### src/rtl/fifo_ptr_sync_flags_if.sv
// Pointer-compare bus between a FIFO pointer domain and its flag generator.
interface fifo_ptr_sync_flags_if #(
    parameter int unsigned ADDR_WIDTH = 4
);
    localparam int unsigned PW = ADDR_WIDTH + 1;

    logic [PW-1:0] local_ptr;
    logic [PW-1:0] remote_ptr;
    logic [PW-1:0] sync_ptr;
    logic [PW-1:0] level;
    logic          full;
    logic          empty;
    logic          almost_full;
    logic          almost_empty;
    logic          sync_valid;
    logic          ptr_err;

    // Pointer source side: drives both pointers, observes flags.
    modport master (
        output local_ptr,
        output remote_ptr,
        input  sync_ptr,
        input  level,
        input  full,
        input  empty,
        input  almost_full,
        input  almost_empty,
        input  sync_valid,
        input  ptr_err
    );

    // Flag generator side.
    modport slave (
        input  local_ptr,
        input  remote_ptr,
        output sync_ptr,
        output level,
        output full,
        output empty,
        output almost_full,
        output almost_empty,
        output sync_valid,
        output ptr_err
    );
endinterface

### src/rtl/fifo_ptr_sync_flags.sv
// Gray-code pointer synchroniser and FIFO flag generator for one side of an
// asynchronous FIFO (MODE 0 = write side, MODE 1 = read side).
module fifo_ptr_sync_flags #(
    parameter int unsigned ADDR_WIDTH  = 4,
    parameter int unsigned SYNC_STAGES = 2,
    parameter int unsigned MODE        = 0,
    parameter int unsigned AF_TH       = 2,
    parameter int unsigned AE_TH       = 2
) (
    input logic                  clk,
    input logic                  reset,
    fifo_ptr_sync_flags_if.slave bus
);
    localparam int unsigned PW    = ADDR_WIDTH + 1;
    localparam int unsigned DEPTH = 1 << ADDR_WIDTH;
    localparam int unsigned CNT_W = $clog2(SYNC_STAGES + 2);

    localparam logic [CNT_W-1:0] CNT_MAX = CNT_W'(SYNC_STAGES + 1);
    localparam logic [PW-1:0]    DEPTH_P = PW'(DEPTH);
    localparam logic [PW-1:0]    AF_LVL  = PW'(DEPTH - AF_TH);
    localparam logic [PW-1:0]    AE_LVL  = PW'(AE_TH);

    logic [PW-1:0]    remote_gray_c;
    logic [PW-1:0]    sync_q [SYNC_STAGES];
    logic [PW-1:0]    last_prev_q;
    logic [PW-1:0]    decoded_c;
    logic [PW-1:0]    gray_diff_c;
    logic             gray_bad_c;
    logic             gray_bad_q;
    logic [PW-1:0]    level_c;
    logic [CNT_W-1:0] warm_cnt_q;
    logic             valid_c;

    // Binary to gray on the asynchronous pointer before it crosses domains.
    assign remote_gray_c = bus.remote_ptr ^ (bus.remote_ptr >> 1);

    // Gray to binary: each bit is the XOR of itself and all higher bits.
    always_comb begin
        decoded_c = '0;
        for (int i = 0; i < int'(PW); i++) begin
            decoded_c[i] = ^(sync_q[SYNC_STAGES-1] >> i);
        end
    end

    // A legal gray sequence changes at most one bit per cycle.
    assign gray_diff_c = sync_q[SYNC_STAGES-1] ^ last_prev_q;
    assign gray_bad_c  = (gray_diff_c & (gray_diff_c - PW'(1))) != '0;

    // Modulo fill level; the wrap bit separates full from empty.
    always_comb begin
        level_c = '0;
        if (MODE == 0) begin
            level_c = bus.local_ptr - bus.sync_ptr;
        end else begin
            level_c = bus.sync_ptr - bus.local_ptr;
        end
    end

    assign valid_c = (warm_cnt_q == CNT_MAX);

    // Synchroniser chain, last-stage history, and registered decode.
    always_ff @(posedge clk) begin
        if (reset) begin
            for (int i = 0; i < int'(SYNC_STAGES); i++) begin
                sync_q[i] <= '0;
            end
            last_prev_q  <= '0;
            gray_bad_q   <= 1'b0;
            bus.sync_ptr <= '0;
        end else begin
            sync_q[0] <= remote_gray_c;
            for (int i = 1; i < int'(SYNC_STAGES); i++) begin
                sync_q[i] <= sync_q[i-1];
            end
            last_prev_q  <= sync_q[SYNC_STAGES-1];
            gray_bad_q   <= gray_bad_c;
            bus.sync_ptr <= decoded_c;
        end
    end

    // Warm-up counter, sticky integrity error and registered flags.
    always_ff @(posedge clk) begin
        if (reset) begin
            warm_cnt_q       <= '0;
            bus.sync_valid   <= 1'b0;
            bus.ptr_err      <= 1'b0;
            bus.level        <= '0;
            bus.full         <= 1'b1;
            bus.empty        <= 1'b1;
            bus.almost_full  <= 1'b1;
            bus.almost_empty <= 1'b1;
        end else begin
            if (!valid_c) begin
                warm_cnt_q <= warm_cnt_q + CNT_W'(1);
            end
            bus.sync_valid <= valid_c;

            // Warm-up transitions out of the reset value are not judged.
            if (bus.sync_valid && ((level_c > DEPTH_P) || gray_bad_q)) begin
                bus.ptr_err <= 1'b1;
            end

            if (valid_c) begin
                bus.level        <= level_c;
                bus.full         <= (level_c == DEPTH_P);
                bus.empty        <= (level_c == '0);
                bus.almost_full  <= (level_c >= AF_LVL);
                bus.almost_empty <= (level_c <= AE_LVL);
            end else begin
                bus.level        <= '0;
                bus.full         <= 1'b1;
                bus.empty        <= 1'b1;
                bus.almost_full  <= 1'b1;
                bus.almost_empty <= 1'b1;
            end
        end
    end
endmodule

### src/flat_wrapper.sv
// flat-port wrapper written by rule: the top's interface ports become plain ports
module fifo_ptr_sync_flags_flat 
#(
    parameter int unsigned ADDR_WIDTH  = 4,
    parameter int unsigned SYNC_STAGES = 2,
    parameter int unsigned MODE        = 0,
    parameter int unsigned AF_TH       = 2,
    parameter int unsigned AE_TH       = 2
)
  (clk, reset, bus_local_ptr, bus_remote_ptr, bus_sync_ptr, bus_level, bus_full, bus_empty, bus_almost_full, bus_almost_empty, bus_sync_valid, bus_ptr_err);
  fifo_ptr_sync_flags_if #(.ADDR_WIDTH(ADDR_WIDTH)) bus_i ();
  input logic clk;
  input logic reset;
  input wire logic [$bits(bus_i.local_ptr)-1:0] bus_local_ptr;
  input wire logic [$bits(bus_i.remote_ptr)-1:0] bus_remote_ptr;
  output wire logic [$bits(bus_i.sync_ptr)-1:0] bus_sync_ptr;
  output wire logic [$bits(bus_i.level)-1:0] bus_level;
  output wire logic [$bits(bus_i.full)-1:0] bus_full;
  output wire logic [$bits(bus_i.empty)-1:0] bus_empty;
  output wire logic [$bits(bus_i.almost_full)-1:0] bus_almost_full;
  output wire logic [$bits(bus_i.almost_empty)-1:0] bus_almost_empty;
  output wire logic [$bits(bus_i.sync_valid)-1:0] bus_sync_valid;
  output wire logic [$bits(bus_i.ptr_err)-1:0] bus_ptr_err;
  assign bus_i.local_ptr = bus_local_ptr;
  assign bus_i.remote_ptr = bus_remote_ptr;
  assign bus_sync_ptr = bus_i.sync_ptr;
  assign bus_level = bus_i.level;
  assign bus_full = bus_i.full;
  assign bus_empty = bus_i.empty;
  assign bus_almost_full = bus_i.almost_full;
  assign bus_almost_empty = bus_i.almost_empty;
  assign bus_sync_valid = bus_i.sync_valid;
  assign bus_ptr_err = bus_i.ptr_err;
  fifo_ptr_sync_flags #(.ADDR_WIDTH(ADDR_WIDTH), .SYNC_STAGES(SYNC_STAGES), .MODE(MODE), .AF_TH(AF_TH), .AE_TH(AE_TH)) u_core (.clk(clk), .reset(reset), .bus(bus_i));
endmodule
### config.mk
export PLATFORM = sky130hd
export DESIGN_NAME = fifo_ptr_sync_flags_flat
export DESIGN_NICKNAME = d
export VERILOG_FILES = /design/src/rtl/fifo_ptr_sync_flags_if.sv /design/src/rtl/fifo_ptr_sync_flags.sv /design/src/flat_wrapper.sv
export SDC_FILE = /design/constraint.sdc
export NUM_CORES = 1
export LEC_CHECK = 0
export BUFFER_PORTS_ARGS = -buffer_cell sky130_fd_sc_hd__buf_2
export CELL_PAD_IN_SITES_DETAIL_PLACEMENT = 1
export CELL_PAD_IN_SITES_GLOBAL_PLACEMENT = 2
export CORE_MARGIN = 2
export CORE_UTILIZATION = 37
export CTS_BUF_LIST = sky130_fd_sc_hd__clkbuf_4
export DETAILED_ROUTE_END_ITERATION = 10
export HOLD_SLACK_MARGIN = 0.15
export PLACE_DENSITY = 0.95
export SETUP_SLACK_MARGIN = 0.2
export SYNTH_ARGS = -nofsm -noshare
export SYNTH_HDL_FRONTEND = slang
export SYNTH_SLANG_ARGS = --single-unit
### constraint.sdc
create_clock -name clk -period 5.26 [get_ports clk]
set_clock_uncertainty 0.1 [all_clocks]
set_input_delay 0.263 -clock clk [delete_from_list [all_inputs] [get_ports clk]]
set_output_delay 0.263 -clock clk [all_outputs]
set_load 0.01 [all_outputs]
# --- Word level (Yosys, flattened, before mapping) ---
# Memories as Yosys holds them, arrays and structs flattened.
# Index checks and enable logic that the tools add are counted.
totals:
  reg_bits: 24
  ram_bits: 10
  output_inout_bits: 16
  word_cells: 41
  mem_count: 1
memory_table:
  columns: ["memory", "words", "word_bits", "rd", "rd_clocked_by_memory_dff", "write_ports", "line", "rtl"]
  rows:
  - ["u_core.sync_q", 2, 5, 2, 0, 2, "fifo_ptr_sync_flags.sv:24", "logic [PW-1:0] sync_q [SYNC_STAGES];"]
op_classes:
  add_sub_neg: 3
  order_cmp: 3
  n_eq_ne: 2
  muxes: 5
  bitwise_logic: 6
  n_reduce_logical: 10
op_table:
  columns: ["op", "count"]
  rows:
  - ["5-bit parity", 5]
  - ["5-bit 2-to-1 mux", 2]
  - ["5-bit bitwise AND", 1]
  - ["5-bit equality test, second input constant", 1]
  - ["5-bit by 4-bit >= comparator with 1-bit output, second input constant", 1]
  - ["5-bit greater-than comparator, second input constant", 1]
  - ["5-bit by 2-bit less-or-equal comparator with 1-bit output, second input constant", 1]
  - ["5-bit zero test", 1]
  - ["5-bit nonzero test", 1]
  - ["5-bit by 1-bit subtractor with 5-bit output, second input constant", 1]
  - ["5-bit subtractor", 1]
  - ["5-bit by 4-bit bitwise XOR with 5-bit output", 1]
  - ["5-bit bitwise XOR", 1]
  - ["1-bit 2-to-1 mux", 3]
  - ["2-bit by 1-bit adder with 2-bit output, second input constant", 1]
  - ["2-bit equality test, second input constant", 1]
  - ["1-bit OR", 2]
  - ["2-bit OR reduction", 1]
  - ["1-bit logical AND", 1]
  - ["1-bit logical OR", 1]
  - ["1-bit inverter", 1]

# --- Depth between registers and ports, before layout ---
depth:
  depth_word: 4
  ltp_mapped: 8

# --- Worst setup path after synthesis ---
# Ideal clock, no wire load.
synth_timing:
  path_kind: "reg-to-reg"
  startpoint: "register u_core.bus.sync_ptr[0]"
  endpoint: "register u_core.bus.ptr_err"
  t_arrival_ns: 1.736
  t_required_ns: 5.081
  path_slack_ns: 3.344
  stages_incl_launch_ff: 8
  path_buffers: 0
  synth_period_minus_slack_ns: 1.916
  cell_sequence: "dfxtp_1 -> ha_1 -> fa_1 -> nand2b_1 -> a21oi_1 -> xnor2_1 -> o21ai_1 -> a211oi_2"
synth_via:
  elab_chain_cells: 4
synth_rtl:
  columns: ["element", "line", "rtl"]
  rows:
  - ["start: declaration", "fifo_ptr_sync_flags_if.sv:36", "output sync_ptr,"]
  - ["start signal: assignment", "fifo_ptr_sync_flags.sv:77", "bus.sync_ptr <= decoded_c;"]
  - ["5-bit subtractor", "fifo_ptr_sync_flags.sv:53", "level_c = bus.local_ptr - bus.sync_ptr;"]
  - ["5-bit greater-than comparator", "fifo_ptr_sync_flags.sv:99", "if (bus.sync_valid && ((level_c > DEPTH_P) || gray_bad_q)) begin"]
  - ["1-bit logical OR", "fifo_ptr_sync_flags.sv:99", null]
  - ["1-bit logical AND", "fifo_ptr_sync_flags.sv:99", null]
  - ["end signal: assignment", "fifo_ptr_sync_flags.sv:86", "bus.ptr_err <= 1'b0;"]
  - ["end signal: assignment", "fifo_ptr_sync_flags.sv:100", "bus.ptr_err <= 1'b1;"]
  - ["end: declaration", "fifo_ptr_sync_flags_if.sv:43", "output ptr_err"]
# No other way between the ends.
# A chain may end at the register's enable or synchronous reset.

# --- Worst setup path after layout ---
# Ends and elaborated chain as after synthesis.

==> reports/results.ini <==
[sta]
finalHoldViolCount = 0
fin_crit_ns = 2.004
period_share_pct = 38.10
fin_ws_ns = 3.256
maxSlewHeadroom_pct = 72.43
fmax_ghz = 0.4989
setup_viol = 0
whs_ns = 0.2373
tightest_slew_ns = 0.4136
maxSlewViolCount = 0
grt_setup_unrepaired = no
tns_ns = 0

[floorplanning]
rows = 21
ios = 28
die_y_um = 61.92
die_w_um = 61.92
fp.dieArea_um2 = 3834
start_util_pct = 37.79
coreArea_um2 = 3284

[synth]
yosys_warnings = 0
synth_top_family_by_area = XOR/XNOR gates
synthAdderAreaFrac_pct = 6.653
synthXorXnorAreaFrac_pct = 14.11
synth_mux_area_share_pct = 0.8065
syn-instance-count = 118
synth_area_leaders = dfxtp_1 53%, xor2_1 7.8%, xnor2_1 6.4%
syn_avg_cell_area_um2 = 10.52
synth_fp_nets = 136
synth_top_area_share_pct = 53.23
netlist-cell-type-count = 25
synthSimpleGateAreaFrac_pct = 13.81
ys_seq_area_share_pct = 53.23
synth_top_cell_by_area = dfxtp_1
synth_compound_area_share_pct = 7.762
syn_area_um2 = 1241
synth.ff_latch_count = 33

[pwr]
clkPwrFrac_pct = 26.1
leakagePower_nw = 0.6933
pwr_density_cell_nw_per_um2 = 328.9
comb_power_share_pct = 19.1
intPower_mw = 0.3639
seq_power_share_pct = 54.8
swShare_pct = 27.70
peakVddDrop_mv = 0.1705
power_mw = 0.5033
switching_power_mw = 0.1394

[cells_and_area]
most-common-layout-cells = 33 x dfxtp_1, 27 x buf_2, 20 x nor2_1
area_delta_synth_final_pct = 23.29
layout_commonest_cell = dfxtp_1
drive_gt1_share_pct = 23.08
nets = 174
instances_no_fill = 202
insertedDiodeCount = 0

[clock_network]
cts_buffers = 5
htree_levels = 2
clk_path_buf_depth = 2
clk_latency_ns = 0.33
cts_sinks = 33
ctsResizeCount = 0
clockRootBuffer = clkbuf_4
path_clk_slew_ns = 0.09
holdBufCountCts = 7
cts_tree = yes
post_cts_buffers = 0

[setup_path]
startpoint_type = register
reg2reg_depth = 7
critical_path_class = reg2reg
r2r_start = u_core.bus.sync_ptr[0]
cpPeakStageDelay_ns = 0.40
crit_path_max_fanout = 3
r2r-end = u_core.bus.ptr_err
r2r_setup_slack_ns = 3.26
startpoint = u_core.bus.sync_ptr[0]
crit_slowest_cell = fa_1
arrival_ns = 2.16
endpoint_kind = register
crit_chain = ha_1, fa_1, nand2b_1, a21oi_1, xnor2_1, o21ai_1, a211oi_2
worstPathRequired_ns = 5.42

[worst_hold_path]
whs_path_depth = 2
min_path_type = in2reg
min-delay-start = reset
hold_end = u_core.gray_bad_q

[place]
globalplace.congestion = 0.7850
dp_cells = 188
dp_slack_ns = 3.204
port_buffers = 27
dp_hpwl_mm = 1.680

[global_routing]
antenna_found_initial = 0
grt_max_degree = 25
grt_pass1_vias = 916
track_usage_pct = 13.80
grt_overflow = 0
grt_pass1_wl_mm = 3.726

[run_status]
status = finished, final reports clean

[drt]
drt_iter0_drc = 12
vias = 889
routed_wl_mm = 2.237
wl_per_cell_um = 11.07
routed_via_density = 4.401
drc_errors = 0
ant_nets = 0
dr.pass1.iters = 3

[run]
cap_violations = 0

-- worst max-delay path by stage --
stage                          to  slack [ns]  cells past startpoint
2_1_floorplan  u_core.bus.ptr_err        3.34                      7
3_3_place_gp   u_core.bus.ptr_err        3.25                      9
3_5_place_dp   u_core.bus.ptr_err        3.20                      9
4_1_cts        u_core.bus.ptr_err        3.23                      7
5_1_grt        u_core.bus.ptr_err        3.12                      7
6_report       u_core.bus.ptr_err        3.26                      7
-- through the flow --
| stage | utilization, % | area [um^2] |
|---|---|---|
| 2_1_floorplan | - | 1241 |
| 3_3_place_gp | 42.97 | 1411 |
| 3_5_place_dp | 42.97 | 1411 |
| 4_1_cts | 46.59 | 1530 |
| 5_1_grt | 46.59 | 1530 |
| 6_report | 46.59 | 1530 |
-- registers in the layout, indices dropped and copies added, names as in the netlist --
| name | cells |
|---|---|
| u_core.warm_cnt_q | 2 |
| u_core.bus.level | 5 |
| u_core.bus.sync_ptr | 4 |
| u_core.bus.full | 1 |
| u_core.bus.empty | 1 |
| u_core.bus.sync_valid | 1 |
| u_core.gray_bad_q | 1 |
| u_core.bus.almost_empty | 1 |
| u_core.last_prev_q | 5 |
| u_core.sync_q | 10 |
| u_core.bus.almost_full | 1 |
| u_core.bus.ptr_err | 1 |
-- cell usage after synthesis --
library cell and instances:
dfxtp_1 33, nor2_1 20, xor2_1 11, nor2b_1 10, xnor2_1 9, inv_1 6
ha_1 5, o31ai_1 3, a211oi_1 2, a21oi_1 2, nand2_1 2, nand2b_1 2
a211oi_2 1, buf_4 1, buf_6 1, clkbuf_1 1, fa_1 1, mux2i_1 1
nand3_1 1, nor2b_2 1, o21ai_0 1, o21ai_1 1, o21ai_2 1, o22a_1 1
o311ai_1 1
-- metal layers --
layer / up-vias / wire length (um) / track usage [%]
li1: 451 / - / -
met1: 411 / 898 / 13.09
met2: 24 / 1181 / 25.41
met3: 3 / 118 / 5.590
met4: 0 / 38 / 6.991
met5: - / 0 / 0
-- worst max-delay path, delay by kind of cell, from the launching register on --
family / cells / cell delay [ns]
compound gates: 3 / 0.51
xor+xnor: 1 / 0.20
flops: 1 / 0.33
fa+ha+maj: 2 / 0.63
simple gates: 1 / 0.16
-- layout make-up --
type / count / area, um^2
fill: 391 / 1754
sequential: 33 / 660.6
multi-input combinational: 76 / 535.5
timing repair buffer: 34 / 205.2
tap: 46 / 57.56
clock buffer: 6 / 45.04
inverter: 6 / 22.52
clock inverter: 1 / 3.754
-- kinds of logic (layout without fill, tap and decap cells) --
kind of cell,count (synthesis),in the layout
AOI/OAI and AO/OA,13,13
xor gates and xnor gates,20,20
adders and majority gates,6,6
buffers and inverters,9,47
DFF,33,33
muxes,1,1
and+or+nand+nor,36,36
-- power by group through the flow --
stage | clock (mW) | combinational [mW] | sequential, mW
3_3_place_gp | 0 | 0.0868 | 0.281
5_1_grt | 0.149 | 0.110 | 0.278
6_report | 0.132 | 0.0960 | 0.276
4_1_cts | 0.139 | 0.0972 | 0.276
2_1_floorplan | 0 | 0.0624 | 0.284
3_5_place_dp | 0 | 0.0912 | 0.282
Note: power is estimated with default switching activity, not from simulation.
